==> config.mk <==
export PLATFORM = sky130hd
export DESIGN_NAME = io_timer
export DESIGN_NICKNAME = d
export VERILOG_FILES = /design/src/rtl/io_timer.sv
export SDC_FILE = /design/constraint.sdc
export NUM_CORES = 1
export LEC_CHECK = 0
export CAP_MARGIN = 20
export CORE_UTILIZATION = 45
export CTS_CLUSTER_SIZE = 10
export DETAILED_ROUTE_END_ITERATION = 12
export PLACE_DENSITY = 0.68
export SYNTH_ARGS = -nofsm -noshare
export SYNTH_HDL_FRONTEND = slang
export SYNTH_SLANG_ARGS = --single-unit
==> constraint.sdc <==
create_clock -name clock -period 2.15 [get_ports clock]
set_clock_uncertainty 0.1 [all_clocks]
set_input_delay 0.3225 -clock clock [delete_from_list [all_inputs] [get_ports clock]]
set_output_delay 0.3225 -clock clock [all_outputs]
set_load 0.02 [all_outputs]
==> src/rtl/io_timer.sv <==
// Memory-mapped 32-bit timer with compare match, auto-reload and a level interrupt.
// Optional 16-bit prescaler is compiled in when IO_TIMER_PRESCALE_EN is defined.
module io_timer #(
  parameter logic [31:0] RESET_COMPARE = 32'hFFFF_FFFF
) (
  input  logic        clock,
  input  logic        reset_n,
  input  logic        Read,
  input  logic        Write,
  input  logic [2:0]  Address,
  input  logic [31:0] DataIn,
  output logic [31:0] DataOut,
  output logic        Ack,
  output logic        Interrupt,
  output logic [0:0]  fsm_state
);

  // Bus handshake: the CPU holds Read/Write high until it sees Ack; one
  // transaction is accepted on IDLE->ACK and the FSM waits in ACK until the
  // request is released, so a held request is never performed twice.
  localparam logic [0:0] IDLE = 1'b0;
  localparam logic [0:0] ACK  = 1'b1;

  localparam logic [2:0] ADDR_COUNT    = 3'd0;
  localparam logic [2:0] ADDR_COMPARE  = 3'd1;
  localparam logic [2:0] ADDR_CONTROL  = 3'd2;
  localparam logic [2:0] ADDR_STATUS   = 3'd3;
  localparam logic [2:0] ADDR_PRESCALE = 3'd4;

  logic [0:0]  state;
  logic [0:0]  state_next;
  logic [31:0] count;
  logic [31:0] compare;
  logic [2:0]  ctrl;
  logic        match;
  logic [31:0] rdata;
  logic        start;
  logic        wr;
  logic        en;
  logic        tick;
  logic        hit;

  assign fsm_state = state;
  assign start     = (state == IDLE) && (Read || Write);
  assign wr        = start && Write;
  assign en        = ctrl[0];
  assign hit       = (count == compare);
  assign Interrupt = match && ctrl[2];

  always_comb begin
    state_next = state;
    case (state)
      IDLE:    if (Read || Write) state_next = ACK;
      ACK:     if (!(Read || Write)) state_next = IDLE;
      default: state_next = IDLE;
    endcase
  end

`ifdef IO_TIMER_PRESCALE_EN
  logic [15:0] prescale;
  logic [15:0] div_count;

  assign tick = (div_count == prescale);

  always_ff @(posedge clock) begin
    if (!reset_n) begin
      prescale  <= 16'd0;
      div_count <= 16'd0;
    end else if (wr && (Address == ADDR_PRESCALE)) begin
      prescale  <= DataIn[15:0];
      div_count <= 16'd0;
    end else if (en) begin
      div_count <= tick ? 16'd0 : div_count + 16'd1;
    end
  end
`else
  assign tick = 1'b1;
`endif

  always_comb begin
    rdata = 32'd0;
    case (Address)
      ADDR_COUNT:    rdata = count;
      ADDR_COMPARE:  rdata = compare;
      ADDR_CONTROL:  rdata = {29'd0, ctrl};
      ADDR_STATUS:   rdata = {31'd0, match};
`ifdef IO_TIMER_PRESCALE_EN
      ADDR_PRESCALE: rdata = {16'd0, prescale};
`endif
      default:       rdata = 32'd0;
    endcase
  end

  always_ff @(posedge clock) begin
    if (!reset_n) begin
      state   <= IDLE;
      Ack     <= 1'b0;
      DataOut <= 32'd0;
    end else begin
      state <= state_next;
      Ack   <= (state_next == ACK);
      if (start && Read) DataOut <= Write ? 32'd0 : rdata;
    end
  end

  // A CPU write to COUNT takes priority over the tick; a match set wins over a STATUS clear.
  always_ff @(posedge clock) begin
    if (!reset_n) begin
      count   <= 32'd0;
      compare <= RESET_COMPARE;
      ctrl    <= 3'd0;
      match   <= 1'b0;
    end else begin
      if (wr && (Address == ADDR_COUNT)) count <= DataIn;
      else if (en && tick) count <= (hit && ctrl[1]) ? 32'd0 : count + 32'd1;

      if (wr && (Address == ADDR_COMPARE)) compare <= DataIn;
      if (wr && (Address == ADDR_CONTROL)) ctrl <= DataIn[2:0];

      if (en && tick && hit) match <= 1'b1;
      else if (wr && (Address == ADDR_STATUS) && DataIn[0]) match <= 1'b0;
    end
  end

endmodule

==> results of run 1 <==
## synth_stat cells, types with 2 or more instances
cell type	instances	area [µm²]
dfxtp_1	101	2020
nand2_1	79	297
nand3_1	44	220
nor2_1	44	165
xnor2_1	40	350
a21oi_1	32	160
a22oi_1	32	240
nor3b_1	30	225
a22o_1	28	245
buf_2	28	140
clkbuf_1	26	97.6
o22ai_1	22	138
xor2_1	22	193
nand4_1	17	106
o22ai_2	8	100
and2_1	6	37.5
and3_1	6	37.5
mux2i_1	6	60.1
and4_1	4	35.0
nor3_1	4	20.0
o21ai_0	4	20.0
buf_6	3	33.8
buf_1	2	7.51
buf_4	2	15.0
inv_1	2	7.51
nand2b_1	2	12.5
nand4b_1	2	17.5
nor2b_1	2	12.5
nor4_2	2	25.0
nor4_4	2	42.5
or2_2	2	12.5
## final cells by class
class | instances | share of cell area (%)
clock buffer | 10 | 3.63
inverter | 2 | 0.114
clock inverter | 6 | 0.721
sequential | 101 | 30.7
multi-input combinational | 450 | 44.3
tap | 140 | 2.66
timing repair buffer | 116 | 17.9
## logic make-up after synthesis
family / count (synthesis) / synth area share, %
muxes: 7 / 1.58
and+or+nand+nor: 250 / 25.3
AOI/OAI and AO/OA: 130 / 18.0
DFF: 101 / 38.7
buffers and inverters: 63 / 5.78
adders and majority gates: 1 / 0.240
xor gates and xnor gates: 62 / 10.4
## report_power, final
group	leakage [µW]	internal, µW	switching (µW)	total, µW
Combinational	0.00149	191	209	400
Sequential	0.000819	1900	34.2	1940
Clock	0.000139	826	762	1590
Total	0.00245	2920	1000	3920
## cell usage in the layout, fill, tap and decap left out, types with 3 or more instances in the layout
cell type	count
clkinv_4	3
and3_1	6
a21oi_1	32
xnor2_1	39
buf_12	10
a22oi_1	32
mux2i_1	6
and2_1	5
xor2_1	22
nor2_1	44
o22ai_1	22
clkbuf_16	9
a22o_1	28
nand3_1	44
nand4_1	17
o22ai_2	8
o21ai_0	4
dfxtp_1	99
and4_1	4
nor3b_1	29
buf_4	33
nand2_1	79
clkdlybuf4s50_1	73
## flip-flops by register name (all words and copies together), names as in the netlist
name       flops
fsm_state      1
match          1
ctrl           3
compare       32
DataOut       32
count         32
## critical path: cells and delay by family (launching register included)
| kind | cells | cell delay, ps |
|---|---|---|
| buffers and inverters | 1 | 180 |
| and+or+nand+nor | 2 | 580 |
| AOI/OAI and AO/OA | 2 | 390 |
| xor gates and xnor gates | 1 | 170 |
| DFF | 1 | 510 |
## per-stage QoR
stage / setup slack, ps / util, % / hold slack (ps) / std cells / total power, µW
after floorplan: 334 / - / 338 / 614 / 2180
after global placement: 26.6 / 56.8 / 379 / 809 / 2370
after detailed placement: 35.8 / 56.8 / 390 / 809 / 2370
after CTS: 30.1 / 59.4 / 399 / 825 / 3940
after global routing: 47.8 / 59.5 / 425 / 825 / 4050
final: 102 / 59.5 / 396 / 825 / 3920
## final timing paths
check / slack (ps) / depth (start not counted) / endpoint / startpoint
setup / recovery: 100 / 6 / count[16] / count[9]
hold / removal: 400 / 2 / compare[27] / compare[27]
setup reg to reg: 100 / 6 / count[16] / count[9]
hold reg to reg: 400 / 2 / compare[27] / compare[27]
## routing by layer
| metal | routed length [µm] | track usage, % |
|---|---|---|
| met5 | 0 | 0 |
| met4 | 313 | 9.71 |
| met3 | 1090 | 3.68 |
| met2 | 6670 | 41.4 |
| met1 | 6600 | 35.1 |
==> impl_metrics.csv, run 1 <==
group,metric,value,unit
placed_design,placed_cell_area,6290,µm²
power_and_ir_drop,power.leakage,0.00245,µW
outcome,status,"finished, final reports clean",
cts,cts-buffers-inserted,9,
cts,htree_num_levels,3,
setup_path,critPathMaxFanout,19,
synthesis,synth_edf_count,0,
setup_path,required,2280,ps
floorplanning,die_h,110,µm
cells_and_area,final_area,6590,µm²
routing,drt_iter0_markers,412,
grt,grt_max_degree,40,
floorplanning,ios,74,
cts,ctsResizeCount,0,
job,maxCapViolations,0,
cts,clkSinkCount,101,
routing,drt_first_pass_iters,5,
synthesis,syn_area_per_cell,8.50,µm²
power_and_ir_drop,pwr_density_cell,595,nW/µm²
floorplanning,core-area,11100,µm²
cells_and_area,drive_above_1_share,12.7,%
setup_path,cp-start-kind,"flop",
setup_path,slowest_stage,"dfxtp_1",
synthesis,yosys_register_bits,101,
setup_path,endpoint_kind,"flop",
routing,route.detailed.drc,0,
sta,report.final.setup_viol,0,
synthesis,ys_seq_area_share,38.7,%
cts,cts_setup_buffers,0,
synthesis,syn-num-nets,654,
setup_path,max_stage_delay,510,ps
sta,setup-tns-final,0,ps
setup_path,path_cells,"xnor2_1 > nand4_1 > nor4_2 > a31o_2 > buf_12 > o22ai_1",
cells_and_area,area_growth,26.3,%
grt,antenna_found_initial,0,
grt,grt_pass1_wl,23.6,mm
sta,final_hold_viol_count,0,
floorplanning,dieArea,12000,µm²
grt,grt_pass1_vias,4555,
floorplanning,start_util,47.1,%
sta,slew_headroom,75.0,%
sta,worstMarginPinSlew,376,ps
synthesis,synth_warnings,0,
synthesis,async_reset_ff_share,0,%
setup_path,cp.arrival,2170,ps
routing,vias,4850,
synthesis,syn_inst,614,
routing,via_per_inst,5.88,
synthesis,synth_cell_types,41,
floorplanning,rows,38,
cts,clk_pin_slew,70,ps
cts,cts_tree,"built",
routing,wire_per_inst,17.8,µm
sta,slew_violations,0,
cts,cts_hold_buffers,0,
sta,min_period_over_period,95.3,%
worst_hold_path,hold_path_class,"flop to flop",
placed_design,portBuffers,73,
cells_and_area,multiInputGateArea,2920,µm²
synthesis,ys.flop_type,"dfxtp_1",
cells_and_area,nets,720,
routing,drt-total-wl,14.7,mm
grt,grt_remaining_overflow,0,
synthesis,synth_area,5220,µm²
setup_path,path_class,"flop to flop",
routing,ant_nets,0,
power_and_ir_drop,ir_drop,448,µV
grt,track_usage,25.8,%
cts,insertion_delay,350,ps
sta,fmax,0.488,GHz
sta,period_minus_slack,2050,ps
floorplanning,die_w,110,µm
placed_design,hpwlAfterDp,9.98,mm
cells_and_area,n_fill_cell,977,
cts,clockBufferDepth,2,
cells_and_area,diodes,0,
cells_and_area,regArea,2020,µm²
placed_design,gp_congestion,0.876,
cts,root_buffer,"clkbuf_16",
sta,rsz0062_at_grt,"no",
Power figures use the tool's default switching activity.
==> run 2: changes to the inputs <==
--- a/config.mk
+++ b/config.mk
@@ -5,11 +5,12 @@
 export SDC_FILE = /design/constraint.sdc
 export NUM_CORES = 1
 export LEC_CHECK = 0
+export ABC_AREA = 1
 export CAP_MARGIN = 20
 export CORE_UTILIZATION = 45
 export CTS_CLUSTER_SIZE = 10
 export DETAILED_ROUTE_END_ITERATION = 12
-export PLACE_DENSITY = 0.68
+export PLACE_DENSITY = 0.67
 export SYNTH_ARGS = -nofsm -noshare
 export SYNTH_HDL_FRONTEND = slang
 export SYNTH_SLANG_ARGS = --single-unit
==> constraint.sdc (replaced) <==
create_clock -name clock -period 2.5 [get_ports clock]
set_clock_uncertainty 0.1 [all_clocks]
set_input_delay 0.375 -clock clock [delete_from_list [all_inputs] [get_ports clock]]
set_output_delay 0.375 -clock clock [all_outputs]
set_load 0.02 [all_outputs]
==> run 2 against run 1 <==
- first-iteration DRC count shrank 25%
- non-clock buffer count is 29 lower
- sequential power shrank 15%
- count of clock-buffer cells in the layout increased by 1
- core utilization fell by 3.0 points
- final cell count is 32% higher
- hold slack got worse by 33 ps
- register-to-register slack improved by 450 ps
- total power is 16% lower
- global-route usage down 0.25 points
- via count grew 16%
- critical path type is now input pin to flop
- largest cell class unchanged
==> impl_metrics.csv, run 2 <==
group,metric,value,unit
sta,period_minus_slack,2040,ps
synthesis,yosysMostFrequentCell,"nand2_1",
setup_path,cp.arrival,2170,ps
worst_hold_path,worstHoldStart,"DataOut[25]",
sta,fmax,0.489,GHz
synthesis,async_reset_ff_share,0,%
grt,antenna_found_initial,0,
cts,ctsResizeCount,0,
floorplanning,core-area,12100,µm²
routing,wire_per_inst,14.6,µm
setup_path,slowest_stage,"clkdlybuf4s50_1",
setup_path,cp-start-kind,"input pin",
cts,clkSinkCount,101,
synthesis,synth_commonest_cells,"nand2_1, inv_1, dfxtp_1",
synthesis,syn_area_per_cell,6.58,µm²
placed_design,portBuffers,73,
grt,grt_pass1_wl,26.1,mm
cells_and_area,layout_commonest_cell,"nand2_1",
job,maxCapViolations,0,
routing,via_per_inst,5.15,
setup_path,max_stage_delay,540,ps
cells_and_area,drive_above_1_share,8.04,%
grt,grt_remaining_overflow,0,
synthesis,syn-num-nets,897,
sta,worstMarginPinSlew,414,ps
routing,route.detailed.drc,0,
synthesis,syn_inst,857,
worst_hold_path,holdPathStages,2,
sta,worst_slack,455,ps
sta,min_period_over_period,81.8,%
routing,drt_first_pass_iters,5,
setup_path,r2r_end,"count[30]",
synthesis,synth_area,5640,µm²
floorplanning,dieArea,13000,µm²
grt,met2_usage,39.1,%
grt,grt_util_met1,36.0,%
grt,track_usage,25.6,%
power_and_ir_drop,ir_drop,273,µV
grt,grt_max_degree,81,
setup_path,path_cells,"clkdlybuf4s50_1 > nor2_2 > nor2_2 > nand2_2 > nor2_8 > inv_2 > nand2_2 > buf_4 > o21ai_0 > inv_1 > a21oi_1",
placed_design,placed_cell_area,6560,µm²
synthesis,synth_edf_count,0,
floorplanning,ios,74,
setup_path,path_class,"input pin to flop",
sta,report.final.setup_viol,0,
setup_path,r2r_start,"count[0]",
cts,insertion_delay,360,ps
setup_path,r2r_cells,9,
placed_design,hpwlAfterDp,11.1,mm
routing,ant_nets,0,
sta,final_hold_viol_count,0,
cells_and_area,post-route-util,56.5,%
worst_hold_path,hold_path_class,"flop to flop",
synthesis,yosysTopAreaCell,"dfxtp_1",
placed_design,pre_cts_slack,101,ps
cells_and_area,n_fill_cell,1250,
cts,cts_setup_buffers,0,
setup_path,endpoint_kind,"flop",
synthesis,synth_area_leaders,"dfxtp_1, nand2_1, a21oi_1",
grt,grt_pass1_vias,5181,
cells_and_area,diodes,0,
cells_and_area,layout_common_cells,"nand2_1, inv_1, dfxtp_1, a21oi_1, o21ai_0",
synthesis,yosys_register_bits,101,
synthesis,ys.flop_type,"dfxtp_1",
cts,clockBufferDepth,2,
floorplanning,die_w,114,µm
cells_and_area,largestRegisters,"DataOut: 32 flops, compare: 32 flops, count: 32 flops",
synthesis,synth_cell_types,32,
sta,slew_headroom,72.4,%
routing,drt_iter0_markers,308,
cts,clk_pin_slew,70,ps
power_and_ir_drop,power.leakage,0.00258,µW
synthesis,ys_seq_area_share,35.8,%
cts,root_buffer,"clkbuf_16",
grt,use_met3,3.67,%
setup_path,critPathMaxFanout,18,
floorplanning,start_util,46.6,%
sta,setup-tns-final,0,ps
worst_hold_path,whs_endpoint,"DataOut[25]",
cts,htree_num_levels,3,
setup_path,r2r_setup_slack,550,ps
floorplanning,rows,40,
power_and_ir_drop,pwr_density_cell,483,nW/µm²
synthesis,synth_top_area_share,35.8,%
placed_design,gp_congestion,0.908,
sta,slew_violations,0,
cts,cts_tree,"built",
setup_path,required,2620,ps
routing,drt-total-wl,15.9,mm
grt,busiest_layer,"met2",
sta,rsz0062_at_grt,"no",
routing,vias,5603,
floorplanning,die_h,114,µm
synthesis,synth_warnings,0,
cts,cts_hold_buffers,0,
cells_and_area,nets,955,
outcome,status,"finished, final reports clean",
cells_and_area,final_area,6840,µm²
cells_and_area,area_growth,21.2,%
cts,cts-buffers-inserted,9,
-- run 2: kinds of logic after synthesis --
| family | after synthesis | share of synthesized area, % |
|---|---|---|
| xor+xnor | 30 | 4.66 |
| fa+ha+maj | 1 | 0.222 |
| simple gates | 365 | 29.3 |
| compound gates | 205 | 19.1 |
| flops | 101 | 35.8 |
| buf+inv | 155 | 10.9 |
-- run 2: critical path, delay by kind of cell --
family,cells,cell delay (ps)
simple gates,5,690
compound gates,2,170
buf+inv,4,930
-- run 2: worst max-delay path by stage --
stage          slack (ps)  startpoint         to  depth (start not counted)
2_1_floorplan         900    count[0]  count[20]                         10
3_3_place_gp          180       Write  count[17]                         11
3_5_place_dp          100       Write  count[16]                         11
6_report              460       Write  count[10]                         11
4_1_cts               480       Write  count[16]                         11
5_1_grt               280       Write  count[12]                         11
-- run 2: report_power, final --
part / switching (µW) / internal, µW / total [µW]
Clock: 644 / 703 / 1350
Combinational: 170 / 129 / 299
Sequential: 22.4 / 1630 / 1650
-- run 2: per-layer routing --
metal  up-vias  part of all wire [%]
met4         0                   2.3
met3        26                   5.2
met5         -                     0
met1      2533                    50
li1       2884                     -
met2       160                    43
-- run 2: layout make-up --
class                           instances  area (µm²)  area share, %
Clock inverter                          5        36.3          0.530
Clock buffer                           11         243           3.55
Tap cell                              168         210           3.07
Timing Repair Buffer                   87         886           13.0
Sequential cell                       101        2020           29.6
Inverter                              115         432           6.31
Multi-Input combinational cell        601        3010           44.0
-- run 2: stage by stage --
step	power (µW)	hold slack [ps]	std cells
floorplan	1850	360	857
global placement	1990	352	1072
detailed placement	1990	355	1072
CTS	3320	366	1088
global route	3420	382	1088
finish	3300	363	1088
==> run 3: changes to the inputs <==
--- a/config.mk
+++ b/config.mk
@@ -10,7 +10,7 @@
 export CORE_UTILIZATION = 45
 export CTS_CLUSTER_SIZE = 10
 export DETAILED_ROUTE_END_ITERATION = 12
-export PLACE_DENSITY = 0.67
+export PLACE_DENSITY = 0.7
 export SYNTH_ARGS = -nofsm -noshare
 export SYNTH_HDL_FRONTEND = slang
 export SYNTH_SLANG_ARGS = --single-unit
==> constraint.sdc (replaced) <==
create_clock -name clock -period 1.85 [get_ports clock]
set_clock_uncertainty 0.1 [all_clocks]
set_input_delay 0.2775 -clock clock [delete_from_list [all_inputs] [get_ports clock]]
set_output_delay 0.2775 -clock clock [all_outputs]
set_load 0.02 [all_outputs]
==> run 3 against run 2 <==
- routed wire length fell by 1.5%
- final cell count grew 3.5%
- combinational power up 49%
- hold slack worse by 1.8 ps
- setup slack got worse by 390 ps
- sequential power is 35% higher
==> impl_metrics.csv, run 3 (same netlist as run 2, synthesis figures left out) <==
group,metric,value,unit
routing,wire_per_inst,13.9,µm
cells_and_area,final_area,7220,µm²
cts,ctsResizeCount,0,
floorplanning,start_util,46.6,%
cts,cts_tree,"built",
power_and_ir_drop,p_int,3430,µW
cells_and_area,layout_common_cells,"nand2_1, inv_1, dfxtp_1, a21oi_1, o21ai_0",
job,maxCapViolations,0,
floorplanning,core-area,12100,µm²
setup_path,required,1470,ps
routing,drt_first_pass_iters,5,
placed_design,hpwlAfterDp,11.9,mm
worst_hold_path,holdPathStages,2,
sta,slew_headroom,79.8,%
routing,route.detailed.drc,0,
floorplanning,rows,40,
placed_design,numPlacedInstances,1111,
cells_and_area,layout_commonest_cell,"nand2_1",
sta,final_hold_viol_count,0,
placed_design,gp_congestion,0.973,
cts,clockBufferDepth,2,
cells_and_area,nets,994,
sta,worstMarginPinSlew,301,ps
sta,fmax,0.562,GHz
cells_and_area,multiInputGateArea,3040,µm²
setup_path,critPathMaxFanout,3,
cts,clkSinkCount,101,
cts,root_buffer,"clkbuf_16",
power_and_ir_drop,ir_drop,387,µV
routing,drt-total-wl,15.6,mm
floorplanning,die_w,114,µm
placed_design,placed_cell_area,6900,µm²
setup_path,cp.arrival,1400,ps
cts,cts-buffers-inserted,9,
power_and_ir_drop,p_sw,1100,µW
cells_and_area,fin_cells,1126,
power_and_ir_drop,seqPwrFrac,49.3,%
cells_and_area,area_growth,28.0,%
power_and_ir_drop,p_comb_share,9.9,%
sta,period_minus_slack,1780,ps
sta,min_period_over_period,96.2,%
cells_and_area,diodes,0,
routing,vias,5736,
cells_and_area,largestRegisters,"DataOut: 32 flops, compare: 32 flops, count: 32 flops",
grt,grt_max_degree,51,
grt,track_usage,24.9,%
cts,insertion_delay,350,ps
power_and_ir_drop,switching_share,24.2,%
floorplanning,dieArea,13000,µm²
power_and_ir_drop,fin_total_pwr,4530,µW
floorplanning,ios,74,
cells_and_area,n_fill_cell,1189,
setup_path,path_class,"flop to output port",
power_and_ir_drop,pwr_density_cell,627,nW/µm²
sta,report.final.setup_viol,0,
cells_and_area,drive_above_1_share,12.8,%
setup_path,endpoint_kind,"output port",
floorplanning,die_h,114,µm
cts,cts_hold_buffers,0,
worst_hold_path,hold_path_class,"flop to flop",
power_and_ir_drop,p_clk_share,40.8,%
power_and_ir_drop,power.leakage,0.00282,µW
routing,via_per_inst,5.09,
grt,antenna_found_initial,0,
sta,setup-tns-final,0,ps
sta,slew_violations,0,
grt,grt_remaining_overflow,0,
routing,drt_iter0_markers,439,
cts,htree_num_levels,3,
setup_path,r2r_cells,11,
cells_and_area,regArea,2020,µm²
setup_path,cp-start-kind,"flop",
grt,grt_pass1_wl,25.5,mm
placed_design,portBuffers,73,
grt,grt_pass1_vias,5253,
cts,cts_setup_buffers,0,
cts,clk_pin_slew,70,ps
routing,ant_nets,0,
outcome,status,"finished, final reports clean",
[run 3: power by group through the flow]
stage	sequential (µW)	clock (µW)	combinational [µW]
finish	2230	1850	447
global route	2240	1950	488
CTS	2230	1880	446
detailed placement	2280	0	443
global placement	2280	0	441
floorplan	2290	0	207
[run 3: final cells by class]
cell class | instances | share of cell area (%)
multi-input combinational | 601 | 42.1
sequential | 101 | 28.0
timing repair buffer | 126 | 17.1
inverter | 115 | 5.98
clock buffer | 12 | 3.69
tap | 168 | 2.91
clock inverter | 3 | 0.260
[run 3: final timing paths]
check | start | end | slack, ps
max | ctrl[2] | Interrupt | 70
min | DataOut[27] | DataOut[27] | 360
max reg2reg | count[1] | count[24] | 80
min reg2reg | DataOut[27] | DataOut[27] | 360
[run 3: critical path, stage by stage (launching register included)]
cell and delay (ps):
dfxtp_1 360, nand2_1 60, inv_1 40, clkdlybuf4s50_1 580
[run 3: through the flow]
stage / worst slack (ps) / util, % / hold WS, ps
5_1_grt: -17.9 / 59.6 / 378
3_5_place_dp: -137 / 57.0 / 354
6_report: 69.5 / 59.6 / 361
2_1_floorplan: 250 / - / 262
3_3_place_gp: -88.3 / 57.0 / 353
4_1_cts: 8.37 / 59.4 / 365
[run 3: metal layers]
layer | track usage [%] | routed length, µm | part of all wire, % | vias up
met2 | 39.7 | 6940 | 44 | 131
met1 | 33.3 | 7670 | 49 | 2612
met5 | 0 | 0 | 0 | -
li1 | - | - | - | 2971
met3 | 4.25 | 653 | 4.2 | 22
met4 | 9.96 | 366 | 2.3 | 0
